$ cat config.mk
export PLATFORM = sky130hd
export DESIGN_NAME = tr_update_scheduler
export DESIGN_NICKNAME = d
export VERILOG_FILES = /design/src/rtl/tr_sched_pkg.sv /design/src/rtl/tr_update_scheduler.sv
export SDC_FILE = /design/constraint.sdc
export NUM_CORES = 1
export LEC_CHECK = 0
export CORE_MARGIN = 2
export CORE_UTILIZATION = 55
export DETAILED_ROUTE_END_ITERATION = 8
export GPL_TIMING_DRIVEN = 1
export PLACE_DENSITY = 0.89
export SLEW_MARGIN = 20
export SYNTH_ARGS = -nofsm -noshare
export SYNTH_HDL_FRONTEND = slang
export SYNTH_SLANG_ARGS = --single-unit
$ cat constraint.sdc
create_clock -name CLK -period 3.45 [get_ports CLK]
set_input_delay 0.8625 -clock CLK [delete_from_list [all_inputs] [get_ports CLK]]
set_output_delay 0.8625 -clock CLK [all_outputs]
set_load 0.05 [all_outputs]
$ cat src/rtl/tr_sched_pkg.sv
`default_nettype none
// ============================================================================
//  Module      : tr_sched_pkg
//  Description : Shared types and helpers for the transducer update scheduler.
//                Holds the scheduler state encoding and the load-length
//                function derived from the transducer count.
//  Revision    : 1.0 - initial release
// ============================================================================
package tr_sched_pkg;

    // Scheduler state encoding
    typedef enum logic [1:0] {
        ST_IDLE  = 2'd0,
        ST_ISSUE = 2'd1,
        ST_LOAD  = 2'd2,
        ST_DONE  = 2'd3
    } sched_state_e;

    // Width and ceiling of the saturating drop counter
    localparam int         DROP_CNT_W   = 8;
    localparam logic [7:0] DROP_CNT_MAX = 8'hFF;

    // Number of cycles the downstream loader needs for a full parameter load:
    // two words per transducer plus a fixed pipeline overhead.
    function automatic int calc_load_cycles(input int trans_num);
        return (2 * trans_num) + 5;
    endfunction

endpackage : tr_sched_pkg
`default_nettype wire

$ cat src/rtl/tr_update_scheduler.sv
`default_nettype none
// ============================================================================
//  Module      : tr_update_scheduler
//  Description : Arbitrates CPU and sync-tick update requests into single
//                load strobes for the transducer-parameter loader. Requests
//                arriving while a load runs (or while the CPU holds the BRAM)
//                are coalesced into one pending request; further requests are
//                counted as drops. Also flags BRAM writes that overlap a load.
//  Revision    : 1.0 - initial release
// ============================================================================
import tr_sched_pkg::*;

module tr_update_scheduler #(
    parameter int TRANS_NUM = 249
) (
    input  logic       CLK,
    input  logic       RST,
    input  logic       REQ_CPU,
    input  logic       REQ_SYNC,
    input  logic       SYNC_EN,
    input  logic       HOLD,
    input  logic       CLR_STAT,
    output logic       UPDATE,
    output logic       BUSY,
    output logic       PENDING,
    output logic       LOAD_DONE,
    output logic [7:0] DROP_CNT,
    output logic       COLLISION
);

    localparam int LOAD_CYCLES = calc_load_cycles(TRANS_NUM);
    localparam int CNT_W       = $clog2(LOAD_CYCLES + 1);

    // Counter value seen on the final LOAD cycle
    localparam logic [CNT_W-1:0] c_CNT_LAST = CNT_W'(LOAD_CYCLES - 1);

    sched_state_e       state_q, state_d;
    logic [CNT_W-1:0]   cnt_q, cnt_d;
    logic               pend_q, pend_d;
    logic [7:0]         drop_q, drop_d;
    logic               coll_q, coll_d;
    logic               update_q, update_d;
    logic               done_q, done_d;

    logic               w_req;
    logic               w_issue;
    logic               w_drop_inc;
    logic               w_coll_set;

    // A CPU and a sync request in the same cycle merge into one request
    assign w_req = REQ_CPU | (REQ_SYNC & SYNC_EN);

    // Start a load from IDLE when something is waiting and the BRAM is free;
    // a fresh request coinciding with a pending one is absorbed here.
    assign w_issue = (state_q == ST_IDLE) & (w_req | pend_q) & ~HOLD;

    // A request lost because one is already pending and it is not issuing now
    assign w_drop_inc = w_req & pend_q & ~w_issue;

    // BRAM being rewritten while the loader is reading it
    assign w_coll_set = HOLD & ((state_q == ST_ISSUE) | (state_q == ST_LOAD));

    // Next-state, load counter and registered strobe decode
    always_comb begin
        state_d  = state_q;
        cnt_d    = cnt_q;
        update_d = 1'b0;
        done_d   = 1'b0;

        case (state_q)
            ST_IDLE: begin
                if (w_issue) begin
                    state_d = ST_ISSUE;
                end
            end
            ST_ISSUE: begin
                cnt_d   = '0;
                state_d = ST_LOAD;
            end
            ST_LOAD: begin
                cnt_d = cnt_q + 1'b1;
                if (cnt_q == c_CNT_LAST) begin
                    state_d = ST_DONE;
                end
            end
            ST_DONE: begin
                state_d = ST_IDLE;
            end
            default: begin
                state_d = ST_IDLE;
            end
        endcase

        // Strobes are flopped so they come straight off a register
        update_d = (state_d == ST_ISSUE);
        done_d   = (state_d == ST_DONE);
    end

    // Pending flag and statistics; set/increment wins over the clear
    always_comb begin
        pend_d = pend_q;
        drop_d = drop_q;
        coll_d = coll_q;

        if (w_issue) begin
            pend_d = 1'b0;
        end else if (w_req) begin
            pend_d = 1'b1;
        end

        if (w_drop_inc) begin
            if (drop_q != DROP_CNT_MAX) begin
                drop_d = drop_q + 1'b1;
            end
        end else if (CLR_STAT) begin
            drop_d = '0;
        end

        if (w_coll_set) begin
            coll_d = 1'b1;
        end else if (CLR_STAT) begin
            coll_d = 1'b0;
        end
    end

    // State and status registers; reset discards any request in that cycle
    always_ff @(posedge CLK) begin
        if (RST) begin
            state_q  <= ST_IDLE;
            cnt_q    <= '0;
            pend_q   <= 1'b0;
            drop_q   <= '0;
            coll_q   <= 1'b0;
            update_q <= 1'b0;
            done_q   <= 1'b0;
        end else begin
            state_q  <= state_d;
            cnt_q    <= cnt_d;
            pend_q   <= pend_d;
            drop_q   <= drop_d;
            coll_q   <= coll_d;
            update_q <= update_d;
            done_q   <= done_d;
        end
    end

    assign UPDATE    = update_q;
    assign LOAD_DONE = done_q;
    assign BUSY      = (state_q != ST_IDLE);
    assign PENDING   = pend_q;
    assign DROP_CNT  = drop_q;
    assign COLLISION = coll_q;

endmodule : tr_update_scheduler
`default_nettype wire

==> qor.yml <==
grt:
  antenna_found_initial: 0
  grt_pass1_wl_mm: 4.257
  overflow: 0
  track_usage: 0.2228
  grt_pass1_vias: 978
  grt_max_degree: 16
cts:
  clock_sinks: 23
  clkLatencyLatePin_ns: 0.32
  clk_pin_slew_ns: 0.13
  holdBufCountCts: 0
  root_buffer: "clkbuf_4"
  post-cts-setup-buffers: 0
  cts_tree: "done"
  cts_inserted_buffers: 3
  cts_max_level: 1
  cts.path.max_buffers: 2
  ctsResizeCount: 0
pwr:
  power.switching_mw: 0.2242
  powerDensity_mw_per_mm2: 451.7
  p_int_mw: 0.3952
  p_seq_frac: 0.471
  leakagePower_nw: 0.4685
  sw_frac_of_total: 0.3619
  clockPowerShare: 0.210
  p_comb_frac: 0.319
  ir_drop_v: 0.0004050
critical_path:
  crit_path_end_kind: "output port"
  crit_slowest_cell: "clkdlybuf4s50_1"
  crit_fanout: 3
  worstPathRequired_ns: 2.59
  cp_data_arrival_time_ns: 1.85
  crit_path_frequent_cell: "inv_1"
  worstSetupPathType: "flip-flop to output port"
  path_cells: "inv_1, ha_1, inv_1, clkdlybuf4s50_1"
  crit_path_max_incr_delay_ns: 0.80
  start_kind: "flip-flop"
timing:
  final.setup.tns_ns: 0
  hold_viol_final: 0
  tightest_slew_ns: 0.5299
  rsz0062_at_grt: "no"
  fin_crit_ns: 2.713
  period_share: 0.7863
  setup_viol_count_final: 0
  max_freq_ghz: 0.3686
  slew_viol_final: 0
  skew_ns: 0.007930
  relSlewSlack: 0.6456
floorplanning:
  die-area_mm2: 0.002435
  initial_core_util: 0.5825
  die_w_um: 49.35
  fp.dieH_um: 49.35
  num_rows: 16
  fp.coreArea_mm2: 0.001942
  ios: 20
route:
  dr.pass1.iters: 4
  num_vias: 1046
  ant_nets: 0
  initialDrtViolationCount: 20
  drc_errors: 0
  viasPerCell: 5.876
  routedWlPerCell_um: 13.35
  wirelength_mm: 2.376
logic_synthesis:
  ys_warn_count: 0
  syn_nets: 144
  syn_area_per_cell_um2: 8.634
  ys_seq_area_frac: 0.4071
  syn_inst: 131
  synth.distinct_cells: 37
  synth_seq_cells: 23
  synth.cell_area_mm2: 0.001131
final_layout:
  stdcell_area_mm2: 0.001371
  syn_to_final_growth_pct: 21.24
  antenna_cells: 0
  layout.nets: 165
  layout-drive-gt1-share: 0.05960
placement:
  place.gp.congestion: 0.8168
  post_dp_cell_area_mm2: 0.001341
  port_buffers: 19
  dp_hpwl_mm: 1.819
min_path:
  hp-class: "flip-flop to flip-flop"
run:
  drv_cap: 0
outcome:
  status: "finished, final reports clean"
-- per-layer routing --
layer  share of wire  GRT usage
met1            0.46     0.2644
met5               0          0
met3           0.055    0.06442
met2            0.47     0.3896
met4           0.013    0.05714
-- area by class of cell --
type,instances,area (um^2)
Fill cell,175,570.5
Timing Repair Buffer,19,190.2
Sequential cell,23,460.4
Clock inverter,1,7.507
Inverter,7,26.28
Tap cell,27,33.78
Multi-Input combinational cell,98,630.6
Clock buffer,3,22.52
-- layout by cell type, fill, tap and decap left out, drive strengths merged --
cell	Yosys	layout
and3	2	2
nand4	4	4
nor4b	1	1
a31oi	5	5
nor3	6	6
o21ai	5	5
dfxtp	23	23
clkbuf	1	3
ha	6	6
xor2	4	4
a21oi	8	8
nand3	9	9
o211ai	1	1
a211oi	1	1
nand2b	5	5
a21o	3	3
o21a	1	1
o311a	1	1
nand3b	1	1
or3	5	5
nand4b	2	2
inv	7	7
clkdlybuf4s50	0	19
or4	1	1
nor2b	2	2
xnor2	1	1
clkinvlp	0	1
and4	3	3
o2111ai	1	1
nand2	8	8
nor2	10	10
or2	2	2
-- cell usage after synthesis --
library cell / count / area [um^2]
nor2_1: 10 / 37.54
a21o_1: 3 / 22.52
o2111ai_1: 1 / 8.760
nand3b_1: 1 / 7.510
o21ai_1: 1 / 5.000
a31oi_1: 5 / 31.28
nor4b_1: 1 / 8.760
nand4b_1: 2 / 17.52
nand4_2: 1 / 12.51
buf_2: 2 / 10.01
nor2b_1: 1 / 6.260
clkbuf_1: 1 / 3.750
or4_1: 1 / 7.510
a211oi_1: 1 / 7.510
xor2_1: 4 / 35.03
o311a_2: 1 / 11.26
nor3_1: 5 / 25.02
and4_1: 3 / 26.28
ha_1: 6 / 75.07
nand2_1: 8 / 30.03
o211ai_1: 1 / 7.510
a21oi_1: 8 / 40.04
inv_1: 7 / 26.28
nor3_2: 1 / 10.01
xnor2_1: 1 / 8.760
nand2b_1: 5 / 31.28
o21ai_0: 4 / 20.02
nor2b_2: 1 / 8.760
nand3_1: 9 / 45.04
nand4_1: 3 / 18.77
or2_1: 1 / 6.260
dfxtp_1: 23 / 460.4
and3_1: 1 / 6.260
o21a_1: 1 / 7.510
or3_1: 5 / 31.28
or2_0: 1 / 6.260
and3_2: 1 / 7.510
-- flip-flops by register name, indices dropped and copies added (netlist names) --
name and count:
COLLISION 1, DROP_CNT 8, PENDING 1, cnt_q 9, LOAD_DONE 1, state_q 2, UPDATE 1
-- through the flow --
step	hold WS [ns]	instances	worst slack, ns	utilization	power (mW)
after CTS	0.4829	178	0.7368	0.7062	0.6196
after floorplan	0.4583	131	1.694	-	0.4361
after global routing	0.4983	178	0.6658	0.7062	0.6481
after detailed placement	0.4629	174	1.072	0.6907	0.4950
after global placement	0.4638	174	1.130	0.6907	0.4855
final	0.4802	178	0.7373	0.7062	0.6194
-- critical path: cells and delay by family, from the launching register on --
kind	cells	cell delay [ns]
flops	1	0.35
buf+inv	3	0.95
fa+ha+maj	1	0.22
-- power groups by stage --
stage                     Combinational (mW)  Sequential [mW]  Clock (mW)
final                                  0.198            0.292       0.130
after global routing                   0.211            0.293       0.144
after CTS                              0.198            0.292       0.130
after detailed placement               0.198            0.297           0
after global placement                 0.189            0.297           0
after floorplan                        0.107            0.329           0
-- final timing paths --
check	slack (ns)	cells after the start	startpoint	endpoint
max reg2reg	1.70	5	state_q[0]	cnt_q[8]
min reg2reg	0.48	2	COLLISION	COLLISION
max	0.74	4	state_q[0]	BUSY
min	0.48	2	COLLISION	COLLISION
-- cells by family (layout without fill, tap and decap cells) --
group / count (synthesis) / in the layout / synth area share
adders and majority gates: 6 / 6 / 0.06637
DFF: 23 / 23 / 0.4071
and+or+nand+nor: 61 / 61 / 0.3098
AOI/OAI and AO/OA: 26 / 26 / 0.1427
xor gates and xnor gates: 5 / 5 / 0.03872
buffers and inverters: 10 / 30 / 0.03540
Note: power is estimated with default switching activity, not from simulation.
